[config.mk]
export PLATFORM = sky130hd
export DESIGN_NAME = seq_det_ctrl
export DESIGN_NICKNAME = d
export VERILOG_FILES = /design/src/rtl/seq_det_ctrl.sv
export SDC_FILE = /design/constraint.sdc
export NUM_CORES = 1
export LEC_CHECK = 0
export CORE_AREA = 2 2 63 79
export DETAILED_ROUTE_END_ITERATION = 6
export DIE_AREA = 0 0 65 81
export PLACE_DENSITY = 0.68
export SETUP_SLACK_MARGIN = 0.02
export SYNTH_ARGS = -nofsm -noshare
export SYNTH_HDL_FRONTEND = slang
export SYNTH_SLANG_ARGS = --single-unit
[constraint.sdc]
create_clock -name clk -period 2.6 [get_ports clk]
set_clock_uncertainty 0.05 [all_clocks]
set_input_delay 0.52 -clock clk [delete_from_list [all_inputs] [get_ports clk]]
set_output_delay 0.52 -clock clk [all_outputs]
set_load 0.03 [all_outputs]
[src/rtl/seq_det_ctrl.sv]
// seq_det_ctrl: run-time programmable serial pattern detector with IDLE/RUN sequencer.
// Define SEQ_DET_TIMEOUT_EN to auto-stop after TIMEOUT valid bits without a match.
module seq_det_ctrl #(
  parameter int MAX_LEN = 8,
  parameter int CNT_W   = 8,
  parameter int LEN_W   = 4,
  parameter int TIMEOUT = 64
) (
  input  logic               clk,
  input  logic               rst,
  input  logic               cfg_valid,
  output logic               cfg_ready,
  input  logic [MAX_LEN-1:0] cfg_pattern,
  input  logic [LEN_W-1:0]   cfg_len,
  input  logic               cfg_overlap,
  output logic               cfg_err,
  input  logic               start,
  input  logic               stop,
  input  logic               data_valid,
  input  logic               data_in,
  output logic               det_pulse,
  output logic [CNT_W-1:0]   match_count,
  output logic               cnt_sat,
  output logic               busy,
  output logic               timeout
);

  typedef enum logic {
    S_IDLE = 1'b0,
    S_RUN  = 1'b1
  } state_t;

  localparam logic [LEN_W-1:0] LEN_MAX = LEN_W'(MAX_LEN);
  localparam logic [LEN_W-1:0] LEN_MIN = LEN_W'(2);
  localparam logic [LEN_W-1:0] LEN_ONE = LEN_W'(1);
  localparam logic [LEN_W:0]   FIL_ONE = (LEN_W+1)'(1);
  localparam logic [CNT_W-1:0] CNT_MAX = '1;
  localparam logic [CNT_W-1:0] CNT_ONE = CNT_W'(1);

  state_t r_state;
  state_t w_state_nx;

  logic               r_cfgd;
  logic [MAX_LEN-1:0] r_pat;
  logic [LEN_W-1:0]   r_len;
  logic               r_ovl;
  logic               r_err;
  logic [MAX_LEN-2:0] r_hist;
  logic [LEN_W-1:0]   r_fill;
  logic [CNT_W-1:0]   r_cnt;
  logic               r_sat;

  logic               w_idle;
  logic               w_run;
  logic               w_hs;
  logic               w_cfg_ok;
  logic               w_arm;
  logic               w_to_hit;
  logic [MAX_LEN-1:0] w_cand;
  logic [MAX_LEN-1:0] w_mask;
  logic               w_filled;
  logic               w_match;
  logic               w_det;
  logic [CNT_W-1:0]   w_cnt_nx;

  assign w_idle   = (r_state == S_IDLE);
  assign w_run    = (r_state == S_RUN);
  assign w_hs     = w_idle & cfg_valid;
  assign w_cfg_ok = (cfg_len >= LEN_MIN) && (cfg_len <= LEN_MAX);
  // A config handshake in the same cycle takes priority over start
  assign w_arm    = w_idle & start & r_cfgd & ~cfg_valid;

  assign w_cand = {r_hist, data_in};

  always_comb begin
    w_mask = '0;
    for (int i = 0; i < MAX_LEN; i++) begin
      w_mask[i] = (i < int'(r_len));
    end
  end

  assign w_filled = ({1'b0, r_fill} + FIL_ONE) >= {1'b0, r_len};
  assign w_match  = ((w_cand ^ r_pat) & w_mask) == '0;
  assign w_det    = w_run & data_valid & w_filled & w_match;

  assign w_cnt_nx = (w_det && (r_cnt != CNT_MAX)) ? r_cnt + CNT_ONE : r_cnt;

`ifdef SEQ_DET_TIMEOUT_EN
  localparam int TO_W = $clog2(TIMEOUT + 1);
  localparam logic [TO_W-1:0] TO_LAST = TO_W'(TIMEOUT - 1);
  localparam logic [TO_W-1:0] TO_ONE  = TO_W'(1);

  logic [TO_W-1:0] r_to;
  logic            r_tout;

  // The terminating bit only times out when it is not itself a match
  assign w_to_hit = w_run & data_valid & ~w_det & (r_to == TO_LAST);

  always_ff @(posedge clk or negedge rst) begin
    if (!rst) begin
      r_to   <= '0;
      r_tout <= 1'b0;
    end else begin
      r_tout <= w_to_hit;
      if (w_arm || w_to_hit) begin
        r_to <= '0;
      end else if (w_run && data_valid) begin
        r_to <= w_det ? '0 : r_to + TO_ONE;
      end
    end
  end

  assign timeout = r_tout;
`else
  assign w_to_hit = 1'b0;
  assign timeout  = 1'b0;
`endif

  always_comb begin
    w_state_nx = r_state;
    unique case (r_state)
      S_IDLE: if (w_arm) w_state_nx = S_RUN;
      S_RUN:  if (stop || w_to_hit) w_state_nx = S_IDLE;
      default: w_state_nx = S_IDLE;
    endcase
  end

  always_ff @(posedge clk or negedge rst) begin
    if (!rst) begin
      r_state <= S_IDLE;
    end else begin
      r_state <= w_state_nx;
    end
  end

  always_ff @(posedge clk or negedge rst) begin
    if (!rst) begin
      r_cfgd <= 1'b0;
      r_pat  <= '0;
      r_len  <= '0;
      r_ovl  <= 1'b0;
      r_err  <= 1'b0;
    end else begin
      r_err <= w_hs & ~w_cfg_ok;
      if (w_hs && w_cfg_ok) begin
        r_cfgd <= 1'b1;
        r_pat  <= cfg_pattern;
        r_len  <= cfg_len;
        r_ovl  <= cfg_overlap;
      end
    end
  end

  always_ff @(posedge clk or negedge rst) begin
    if (!rst) begin
      r_hist <= '0;
      r_fill <= '0;
    end else if (w_arm) begin
      r_hist <= '0;
      r_fill <= '0;
    end else if (w_run && data_valid) begin
      if (w_det && !r_ovl) begin
        r_hist <= '0;
        r_fill <= '0;
      end else begin
        r_hist <= w_cand[MAX_LEN-2:0];
        if (r_fill != LEN_MAX) r_fill <= r_fill + LEN_ONE;
      end
    end
  end

  always_ff @(posedge clk or negedge rst) begin
    if (!rst) begin
      r_cnt <= '0;
      r_sat <= 1'b0;
    end else begin
      r_cnt <= w_cnt_nx;
      r_sat <= (w_cnt_nx == CNT_MAX);
    end
  end

  assign cfg_ready   = w_idle;
  assign busy        = w_run;
  assign cfg_err     = r_err;
  assign det_pulse   = w_det;
  assign match_count = r_cnt;
  assign cnt_sat     = r_sat;

endmodule

## After elaboration in Yosys (flattened, before gate mapping)

Cells that the tools add are included.

| storage, ports and cells | value |
|---|---|
| flip-flop bits (word level) | 36 |
| input port bits | 20 |
| output and inout bits | 14 |
| word-level logic and storage cells | 61 |

| operators by class | value |
|---|---|
| $add $sub $neg | 3 |
| $lt $le $gt $ge | 11 |
| eq/ne operators | 3 |
| muxes and demuxes | 11 |
| bitwise operators | 13 |
| reductions and logical operators | 10 |

Operator list:

| kind | count |
|---|---|
| $mux 7 | 3 |
| $lt 3x4->1 const A | 4 |
| $mux 4 | 4 |
| $add 8x1->8 const B | 1 |
| $and 1x1->1 | 8 |
| $and 8x8->8 | 1 |
| $eq 8x8->1 const B | 1 |
| $logic_not 8->1 | 1 |
| $lt 1x4->1 const A | 2 |
| $lt 2x4->1 const A | 2 |
| $mux 8 | 1 |
| $ne 8x8->1 const B | 1 |
| $xor 8x8->8 | 1 |
| $add 4x1->5 const B | 1 |
| $ge 5x4->1 | 1 |
| $logic_and 1x1->1 | 5 |
| $add 4x1->4 const B | 1 |
| $ge 4x2->1 const B | 1 |
| $le 4x4->1 const B | 1 |
| $ne 4x4->1 const B | 1 |
| $not 1->1 | 3 |
| $reduce_bool 3->1 | 1 |
| $mux 1 | 2 |
| $pmux 1 s2 | 1 |
| other kinds (3) | 3 |

## Logic depth before layout (Yosys ltp)

Gate-level depths: netlist of the first run.

| logic depth | value |
|---|---|
| depth after elaboration | 8 |
| mapped depth | 10 |
| gate-level depth less buffers | 10 |

## Worst setup path before layout of the first run

No wires, ideal clock.

| path | value |
|---|---|
| path kind | flip-flop to flip-flop |
| from | reg r_fill[0] |
| to | reg r_sat, in the netlist cnt_sat |
| library setup time | 121 ps |
| data arrival time | 2246 ps |
| data required time | 2429 ps |
| slack | 183 ps |
| stages on the path, launching flop included | 11 |
| buffers on the path | 0 |
| period minus slack after synthesis | 2417 ps |
| path through | dfrtp_1 -> ha_1 -> xor2_1 -> ha_1 -> o21ai_0 -> o21ai_0 -> nand3_1 -> inv_1 -> nand2_1 -> a31oi_1 -> and4bb_1 |

| between the ends | value |
|---|---|
| cells in the longest elaborated chain, start to end | 7 |

Ends and longest elaborated chain:

| element | line | RTL |
|---|---|---|
| start, declared | 49 | `logic [LEN_W-1:0] r_fill;` |
| start signal, assigned | 167 | `if (r_fill != LEN_MAX) r_fill <= r_fill + LEN_ONE;` |
| $add 4x1->5 | 82 | `assign w_filled = ({1'b0, r_fill} + FIL_ONE) >= {1'b0, r_len};` |
| $ge 5x4->1 | 82 |  |
| $and 1x1->1 (2 in a row) | 84 | `assign w_det = w_run & data_valid & w_filled & w_match;` |
| named net det_pulse | 21 | `output logic det_pulse,` |
| $logic_and 1x1->1 | 86 | `assign w_cnt_nx = (w_det && (r_cnt != CNT_MAX)) ? r_cnt + CNT_ONE : r_cnt;` |
| $mux 8 | 86 |  |
| $eq 8x8->1 | 178 | `r_sat <= (w_cnt_nx == CNT_MAX);` |
| end signal, assigned | 178 |  |
| end, declared | 51 | `logic r_sat;` |

The timed path passes the listed nets, and every way through them passes these cells.
A chain may end at the register's enable or synchronous reset.

## Final worst setup path of the first run

| path | value |
|---|---|
| from | reg r_len[3] |
| to | out det_pulse |

| between the ends | value |
|---|---|
| cells in the longest elaborated chain, start to end | 4 |
| elaborated cells on any way between the ends | 13 |
| those cells by class | 9 x order compare; 3 x bitwise; 1 x reduce/logical |

Ends and longest elaborated chain:

| element | line | RTL |
|---|---|---|
| start, declared | 45 | `logic [LEN_W-1:0] r_len;` |
| start signal, assigned | 148 | `r_len <= cfg_len;` |
| $lt 1x4->1, or another cell as far along | 78 | `w_mask[i] = (i < int'(r_len));` |
| $and 8x8->8 | 83 | `assign w_match = ((w_cand ^ r_pat) & w_mask) == '0;` |
| $logic_not 8->1 | 83 |  |
| $and 1x1->1 (*) | 84 |  |
| end, declared | 21 |  |

Mark *: on every way between the ends. The rest lies on a longest branch, timed or not.

==> flow_summary.yaml, run 1 <==
synth:
  synth.top_cell.area_share_pct: 45.7
  seq_area_frac_synth_pct: 45.7
  mappedNetlistArea_sq_um: 1970
  synth_seq_cells: 36
  synth_top_family_by_area: "simple AND/OR/NAND/NOR gates"
  synth_edf_count: 0
  synthXorXnorAreaFrac_pct: 7.50
  yosys.area_share.simple_pct: 16.5
  yosysTopAreaCell: "dfrtp_1"
  synth.area.top_cells: "dfrtp_1 46%, mux2_2 7.4%, ha_1 4.4%, a22o_1 4.0%, xor2_1 3.6%"
  synthAdderAreaFrac_pct: 4.45
  async_reset_ff_share_pct: 100
  synth.distinct_cells: 45
  synth_nets: 214
  synthesis.instances: 187
  avgSynthCellArea_sq_um: 10.5
  synthMuxAreaShare_pct: 7.43
  ys.flop_type: "dfrtp_1"
  yosys_warnings: 0
  synth-compound-area-share_pct: 14.8
setup_path:
  critical_path.startpoint: "r_len[3]$_DFFE_PN0P_"
  end_kind: "output port"
  start_kind: "register"
  regToRegSetupSlack_ns: 0.12
  cp.arrival_ns: 1.93
  reg2reg_depth: 12
  worstPathMaxFanout: 9
  critPathRequiredTime_ns: 2.03
  endpoint: "det_pulse"
  rr_startpoint: "r_fill[0]$_DFFE_PN0P_"
  r2r-end: "cnt_sat$_DFF_PN0_"
  crit_type: "register to output port"
grt:
  grt_max_degree: 37
  grt_pass1_vias: 1584
  grt.overflow.total: 0
  grt_usage_pct: 17.1
  grt_pass1_wl_microns: 7020
  antenna_found_initial: 0
placed_design:
  place.detailed.hpwl_microns: 2860
  gp_congestion: 0.749
  io_buffers: 32
  dpl_cell_area_sq_um: 2380
  dpl.cell_count: 279
hold_path:
  hold_path_class: "register to register"
  min_from: "r_cfgd$_DFFE_PN0P_"
drt:
  wl_microns: 4220
  first_pass_iters: 4
  final_antenna_net_count: 0
  drtIter0Drc: 123
  route.detailed.drc: 0
  vias: 1540
  wl_per_cell_microns: 14.4
  viasPerCell: 5.24
sta:
  hold_viol: 0
  slew_violations: 0
  fin_crit_sh_pct: 96.2
  fmaxAchievable_ghz: 0.400
  finalSetupViolCount: 0
  grt_setup_unrepaired: "no"
  min_period_ns: 2.50
  fin_tns_setup_ns: 0
cts:
  cts_buffer_depth: 2
  clockRootBuffer: "clkbuf_8"
  clk_transition_reported_paths_ns: 0.07
  cts_buffers: 5
  cts_tree: "built"
  htree_levels: 2
  clkLatencyLatePin_ns: 0.29
  numClockSinks: 36
die:
  core_area_sq_um: 4590
  die_w_microns: 65
  dieArea_sq_um: 5270
  die_y_microns: 81
  ios: 34
  initial_core_util_pct: 42.9
  row_count: 28
final_layout:
  finalNonFillerCells: 294
  drive_gt1_share_pct: 25.6
  fin_area_sq_um: 2650
  n_antenna_cell: 0
  multi_input_area_sq_um: 1090
  final_cell_mix: "33 x dfrtp_1, 31 x clkdlybuf4s50_1, 16 x nand2_1"
  utilization_pct: 57.7
  nets: 260
  regArea_sq_um: 905
  final_common_cell: "dfrtp_1"
  fillers: 383
  area_growth_pct: 34.4
outcome:
  status: "complete, no violations"
power:
  power.density_nw_per_um2: 739
  p_leak_nw: 1.16
  vdd.ir_drop.worst_mv: 0.354
run:
  cap_violations: 0
## stage by stage
step	hold WS, ns	setup WS (ns)	total power [W]
floorplan	0.174	0.183	0.00109
global placement	0.405	0.0412	0.00126
detailed placement	0.404	0.0434	0.00127
CTS	0.422	0.0392	0.00184
global route	0.447	0.0174	0.00209
finish	0.419	0.0979	0.00196
## power by group
part / total, W / internal [W] / switching (W)
registers: 0.000772 / 0.000657 / 0.000115
logic: 0.000697 / 0.000387 / 0.000310
clock network: 0.000488 / 0.000284 / 0.000205
total: 0.00196 / 0.00133 / 0.000630
## worst min-delay path by stage
| stage | to | cells after the start |
|---|---|---|
| CTS | r_cfgd$_DFFE_PN0P_ | 1 |
| finish | r_cfgd$_DFFE_PN0P_ | 1 |
| floorplan | busy$_DFF_PN0_ | 0 |
| global route | r_cfgd$_DFFE_PN0P_ | 1 |
| global placement | r_cfgd$_DFFE_PN0P_ | 1 |
| detailed placement | r_cfgd$_DFFE_PN0P_ | 1 |
## sequential cells by signal, indices dropped and copies added, names as in the netlist
signal and cells:
r_cfgd 1, cnt_sat 1, r_ovl 1, match_count 8, r_len 4, cfg_err 1, r_pat 8, busy 1
r_fill 4, r_hist 7
## routing by layer
layer	part of all wire [%]	track usage [%]	vias up
li1	-	-	755
met1	44	21.7	747
met2	51	28.7	33
met3	3.5	3.60	5
met4	0.95	6.17	0
met5	0	0	-
## worst max-delay path, stage by stage (launching register included)
cell and delay [ns]:
dfrtp_2 0.47, or4_1 0.55, a22oi_2 0.16, o211a_4 0.20, nand3_2 0.08, inv_2 0.07
buf_6 0.12
## Yosys cell counts, drive strengths merged, types with 3 or more instances
master	n
and3	3
dfrtp	36
buf	3
a22o	9
o21ai	12
and2	3
nor2	9
ha	7
mux2	13
a21oi	5
nand3b	3
xnor2	7
xor2	9
a31oi	3
inv	8
nand2	17
nand3	9
clkbuf	3
## cell families (layout without fill, tap and decap cells)
logic type,after synthesis,in the layout
adders and majority gates,7,7
buffers and inverters,14,61
xor gates and xnor gates,16,16
muxes,13,13
and+or+nand+nor,60,60
other,1,1
AOI/OAI and AO/OA,40,40
DFF,36,36
## final cells by class
cell class / count / area share [%]
Multi-Input combinational cell: 137 / 41.2
Sequential cell: 36 / 34.2
Timing Repair Buffer: 45 / 16.4
Tap cell: 60 / 2.84
Clock buffer: 5 / 2.60
Clock inverter: 3 / 1.61
Inverter: 8 / 1.13
## what timing repair did
item	CTS	global route
endpoints found under the hold margin	0	0
setup endpoints to repair	1	5
pin swaps	2	6
buffers inserted	4	3
resized for setup	6	16
hold buffers	0	0
(Power assumes the default switching activity.)
==> run 2: changes to the inputs <==
--- a/config.mk
+++ b/config.mk
@@ -9,6 +9,7 @@
 export DETAILED_ROUTE_END_ITERATION = 6
 export DIE_AREA = 0 0 65 81
 export PLACE_DENSITY = 0.68
+export RECOVER_POWER = 50
 export SETUP_SLACK_MARGIN = 0.02
 export SYNTH_ARGS = -nofsm -noshare
 export SYNTH_HDL_FRONTEND = slang
==> constraint.sdc (replaced) <==
create_clock -name clk -period 2.45 [get_ports clk]
set_clock_uncertainty 0.05 [all_clocks]
set_input_delay 0.49 -clock clk [delete_from_list [all_inputs] [get_ports clk]]
set_output_delay 0.49 -clock clk [all_outputs]
set_load 0.03 [all_outputs]
==> run 2 against run 1 <==
  * Total power grew 1.5%
  * Worst hold slack better by 0.018 ns
  * Count of clock-buffer cells in the layout increased by 1
  * Combinational power up 12%
==> flow_summary.yaml, run 2 (same netlist as run 1, synthesis figures left out) <==
final_layout:
  nets: 271
  final_cell_mix: "33 x dfrtp_1, 28 x clkdlybuf4s50_1, 21 x buf_4"
  drive_gt1_share_pct: 29.5
  finalNonFillerCells: 304
  area_growth_pct: 37.7
  n_antenna_cell: 0
  fillers: 397
  utilization_pct: 59.1
  final_common_cell: "dfrtp_1"
setup_path:
  regToRegSetupSlack_ns: 0.09
  endpoint: "det_pulse"
  critPathRequiredTime_ns: 1.91
  rr_startpoint: "r_fill[0]$_DFFE_PN0P_"
  r2r-end: "cnt_sat$_DFF_PN0_"
  start_kind: "register"
  reg2reg_depth: 11
  worstPathMaxFanout: 3
  critical_path.startpoint: "r_fill[0]$_DFFE_PN0P_"
  cp.arrival_ns: 1.87
  crit_type: "register to output port"
  end_kind: "output port"
grt:
  grt_util_met3_pct: 3.05
  grt.overflow.total: 0
  grt_pass1_vias: 1463
  grt_usage_pct: 16.6
  grt_use_met2_pct: 28.9
  grt_use_met1_pct: 20.2
  antenna_found_initial: 0
  grt_pass1_wl_microns: 6690
  grt_max_degree: 37
  busiest_layer: "met2"
die:
  core_area_sq_um: 4590
  initial_core_util_pct: 42.9
  row_count: 28
  die_y_microns: 81
  dieArea_sq_um: 5270
  die_w_microns: 65
  ios: 34
power:
  power.density_nw_per_um2: 733
  vdd.ir_drop.worst_mv: 0.325
  p_leak_nw: 1.20
drt:
  wl_per_cell_microns: 14.2
  vias: 1586
  viasPerCell: 5.22
  wl_microns: 4300
  drtIter0Drc: 48
  route.detailed.drc: 0
  final_antenna_net_count: 0
  first_pass_iters: 4
sta:
  hold_viol: 0
  worst_pin_slew_ns: 0.892
  grt_setup_unrepaired: "yes"
  min_period_ns: 2.41
  fmaxAchievable_ghz: 0.415
  finalWorstSetupSlack_ns: 0.0391
  slew_headroom_pct: 40.5
  fin_tns_setup_ns: 0
  fin_crit_sh_pct: 98.4
  slew_violations: 0
  finalSetupViolCount: 0
outcome:
  status: "complete, no violations"
cts:
  cts_tree: "built"
  clkLatencyLatePin_ns: 0.28
  numClockSinks: 36
  cts_buffers: 5
  clk_transition_reported_paths_ns: 0.07
  ctsHoldBuffers: 0
  htree_levels: 2
  cts_buffer_depth: 2
  clockRootBuffer: "clkbuf_8"
hold_path:
  min_from: "r_cfgd$_DFFE_PN0P_"
  hold_path_class: "register to register"
placed_design:
  place.detailed.hpwl_microns: 2850
  dp_slack_ns: -0.0138
  io_buffers: 32
  dpl.cell_count: 286
  gp_congestion: 0.778
run:
  cap_violations: 0
run 2: power breakdown:
part,internal (W),switching (W),total (W),leakage (nW)
Combinational,0.000430,0.000353,0.000783,0.705
Clock,0.000193,0.000200,0.000393,0.0410
Sequential,0.000697,0.000113,0.000811,0.458
Total,0.00132,0.000666,0.00199,1.20
run 2: per-layer routing:
layer / vias up / wire length [microns]
met5: - / 0
met4: 0 / 59
met3: 5 / 130
met2: 30 / 2250
met1: 769 / 1860
li1: 782 / -
run 2: worst min path at each step:
stage / endpoint / cells past startpoint
3_5_place_dp: r_cfgd$_DFFE_PN0P_ / 1
3_3_place_gp: r_cfgd$_DFFE_PN0P_ / 1
5_1_grt: r_cfgd$_DFFE_PN0P_ / 1
2_1_floorplan: busy$_DFF_PN0_ / 0
4_1_cts: r_cfgd$_DFFE_PN0P_ / 1
6_report: r_cfgd$_DFFE_PN0P_ / 1
run 2: what timing repair did:
| item | 4_1_cts | 5_1_grt |
|---|---|---|
| buffers inserted | 5 | 7 |
| pin swaps | 6 | 11 |
| setup endpoints to repair | 4 | 17 |
| gates resized for setup | 8 | 21 |
run 2: metrics by stage:
stage	hold WS (ns)	total power (W)	area, sq um
4_1_cts	0.439	0.00189	2570
5_1_grt	0.469	0.00212	2710
3_3_place_gp	0.404	0.00135	2420
6_report	0.437	0.00199	2710
2_1_floorplan	0.144	0.00115	1970
3_5_place_dp	0.423	0.00135	2420
run 2: worst max-delay path, cell delays in order, from the launching register on:
cell	delay (ns)
dfrtp_2	0.45
buf_6	0.14
ha_1	0.25
nand2b_1	0.15
a211oi_2	0.23
o21ai_2	0.11
nand3_2	0.09
inv_2	0.05
buf_6	0.13
run 2: area by class of cell:
cell class / count / area [sq um] / share of cell area (%)
tap: 60 / 75.1 / 2.77
inverter: 8 / 30.0 / 1.11
sequential: 36 / 905 / 33.4
multi-input combinational: 137 / 1120 / 41.2
timing repair buffer: 56 / 507 / 18.7
clock inverter: 1 / 5.00 / 0.185
clock buffer: 6 / 72.6 / 2.68
==> run 3: changes to the inputs <==
==> constraint.sdc (replaced) <==
create_clock -name clk -period 2.45 [get_ports clk]
set_clock_uncertainty 0.05 [all_clocks]
set_input_delay 0.49 -clock clk [delete_from_list [all_inputs] [get_ports clk]]
set_output_delay 0.49 -clock clk [all_outputs]
set_load 0.1 [all_outputs]
==> run 3 against run 2 <==
  * Worst hold slack got worse by 0.018 ns
  * Die area unchanged
  * First-iteration DRC count increased by 79%
  * The run now ends with negative setup slack left
  * Utilization increased by 0.082 points
  * Combinational power increased by 8.4%
  * Clock power increased by 4%
  * Global-route usage increased by 0.35 points
  * Largest power group is now combinational logic
  * Via count decreased by 0.88%
  * Sequential share of layout area increased by 0.092 points
  * Non-clock buffer count decreased by 5
  * Design area increased by 0.14%
==> flow_summary.yaml, run 3 (same netlist as run 1, synthesis figures left out) <==
hold_path:
  hold_path_class: "register to register"
drt:
  wl_microns: 4320
  first_pass_iters: 4
  final_antenna_net_count: 0
  viasPerCell: 5.24
  wl_per_cell_microns: 14.4
  drtIter0Drc: 86
  vias: 1572
  route.detailed.drc: 0
placed_design:
  place.detailed.hpwl_microns: 2900
  gp_congestion: 0.840
  dpl_cell_area_sq_um: 2400
  io_buffers: 32
  dpl.cell_count: 280
die:
  die_w_microns: 65
  core_area_sq_um: 4590
  row_count: 28
  die_y_microns: 81
  ios: 34
  dieArea_sq_um: 5270
  initial_core_util_pct: 42.9
power:
  pwr-share-comb_pct: 40.9
  p_int_w: 0.00133
  p_leak_nw: 1.20
  power.density_nw_per_um2: 765
  switching_power_w: 0.000747
  vdd.ir_drop.worst_mv: 0.331
  swShare_pct: 35.9
  power.share.clock_pct: 19.7
  p_seq_share_pct: 39.4
sta:
  worst_pin_slew_ns: 0.891
  hold_viol: 0
  finalSetupViolCount: 10
  fmaxAchievable_ghz: 0.391
  grt_setup_unrepaired: "yes"
  slew_headroom_pct: 40.6
  finalWorstSetupSlack_ns: -0.107
  fin_tns_setup_ns: -0.696
  fin_crit_sh_pct: 104
  min_period_ns: 2.56
  slew_violations: 0
grt:
  grt_use_met2_pct: 29.2
  grt.overflow.total: 0
  busiest_layer: "met2"
  grt_use_met1_pct: 21.8
  grt_max_degree: 37
  grt_pass1_vias: 1487
  grt_usage_pct: 17.0
  grt_pass1_wl_microns: 6950
  antenna_found_initial: 0
  grt_util_met3_pct: 3.60
setup_path:
  crit_type: "register to output port"
  cp.arrival_ns: 2.02
  worstPathMaxFanout: 4
  start_kind: "register"
  critPathRequiredTime_ns: 1.91
  end_kind: "output port"
final_layout:
  finalNonFillerCells: 300
  final_common_cell: "dfrtp_1"
  area_growth_pct: 37.9
  drive_gt1_share_pct: 35.4
  n_antenna_cell: 0
  utilization_pct: 59.2
  nets: 266
  fin_area_sq_um: 2720
  final_cell_mix: "30 x dfrtp_1, 24 x buf_4, 18 x clkdlybuf4s50_1"
cts:
  htree_levels: 2
  clockRootBuffer: "clkbuf_8"
  numClockSinks: 36
  cts_tree: "built"
  clkLatencyLatePin_ns: 0.28
  cts_buffers: 5
  clk_transition_reported_paths_ns: 0.07
  cts_buffer_depth: 2
run:
  cap_violations: 0
outcome:
  failed_checks: "negative setup slack"
  status: "finished with violations"
run 3: timing repair:
| action | CTS | global route |
|---|---|---|
| pin swaps | 4 | 9 |
| resized for setup | 12 | 16 |
| endpoints found under the setup margin | 2 | 13 |
| setup buffers | 7 | 5 |
| hold buffers | 0 | 0 |
run 3: worst paths after layout:
check                                         to  slack [ns]             startpoint  depth (start not counted)
hold reg to reg               r_cfgd$_DFFE_PN0P_        0.42     r_cfgd$_DFFE_PN0P_                          1
setup / recovery                       det_pulse       -0.11  r_fill[0]$_DFFE_PN0P_                          9
min in group asynchronous      cfg_err$_DFF_PN0_        0.81                    rst                          2
max in group asynchronous  r_fill[0]$_DFFE_PN0P_        0.93                    rst                          2
hold / removal                r_cfgd$_DFFE_PN0P_        0.42     r_cfgd$_DFFE_PN0P_                          1
setup reg to reg           r_hist[6]$_DFFE_PN0P_       -0.09  r_fill[0]$_DFFE_PN0P_                         13
run 3: final cells by class:
type | instances | area, sq um
Timing Repair Buffer | 51 | 472
Multi-Input combinational cell | 137 | 1140
Sequential cell | 36 | 908
Clock buffer | 7 | 76.3
Clock inverter | 1 | 5.00
Tap cell | 60 | 75.1
Fill cell | 396 | 1870
Inverter | 8 | 37.5
run 3: critical path: stages, from the launching register on:
cell and delay, ns:
dfrtp_2 0.43, buf_6 0.13, nand3_4 0.08, xnor2_2 0.16, ha_1 0.30, o21ai_2 0.06, o21ai_2 0.17, nand3_2 0.13
clkinvlp_4 0.11, buf_12 0.17
run 3: stage by stage:
step / setup slack (ns) / power [W] / hold WS [ns]
final: -0.107 / 0.00208 / 0.419
after global routing: -0.216 / 0.00220 / 0.445
after CTS: -0.0916 / 0.00202 / 0.425
after detailed placement: -0.00555 / 0.00143 / 0.408
after global placement: 0.0234 / 0.00142 / 0.407
after floorplan: -0.124 / 0.00125 / 0.144
run 3: per-layer routing:
layer	wire, microns	up-vias
met4	25	0
met2	2260	23
met1	1890	773
met3	148	2
li1	-	774
met5	0	-
run 3: power groups by stage:
stage	combinational [W]	sequential, W	clock, W
2_1_floorplan	0.000415	0.000839	0
3_3_place_gp	0.000615	0.000809	0
3_5_place_dp	0.000625	0.000810	0
4_1_cts	0.000793	0.000807	0.000420
5_1_grt	0.000916	0.000834	0.000447
6_report	0.000849	0.000819	0.000409
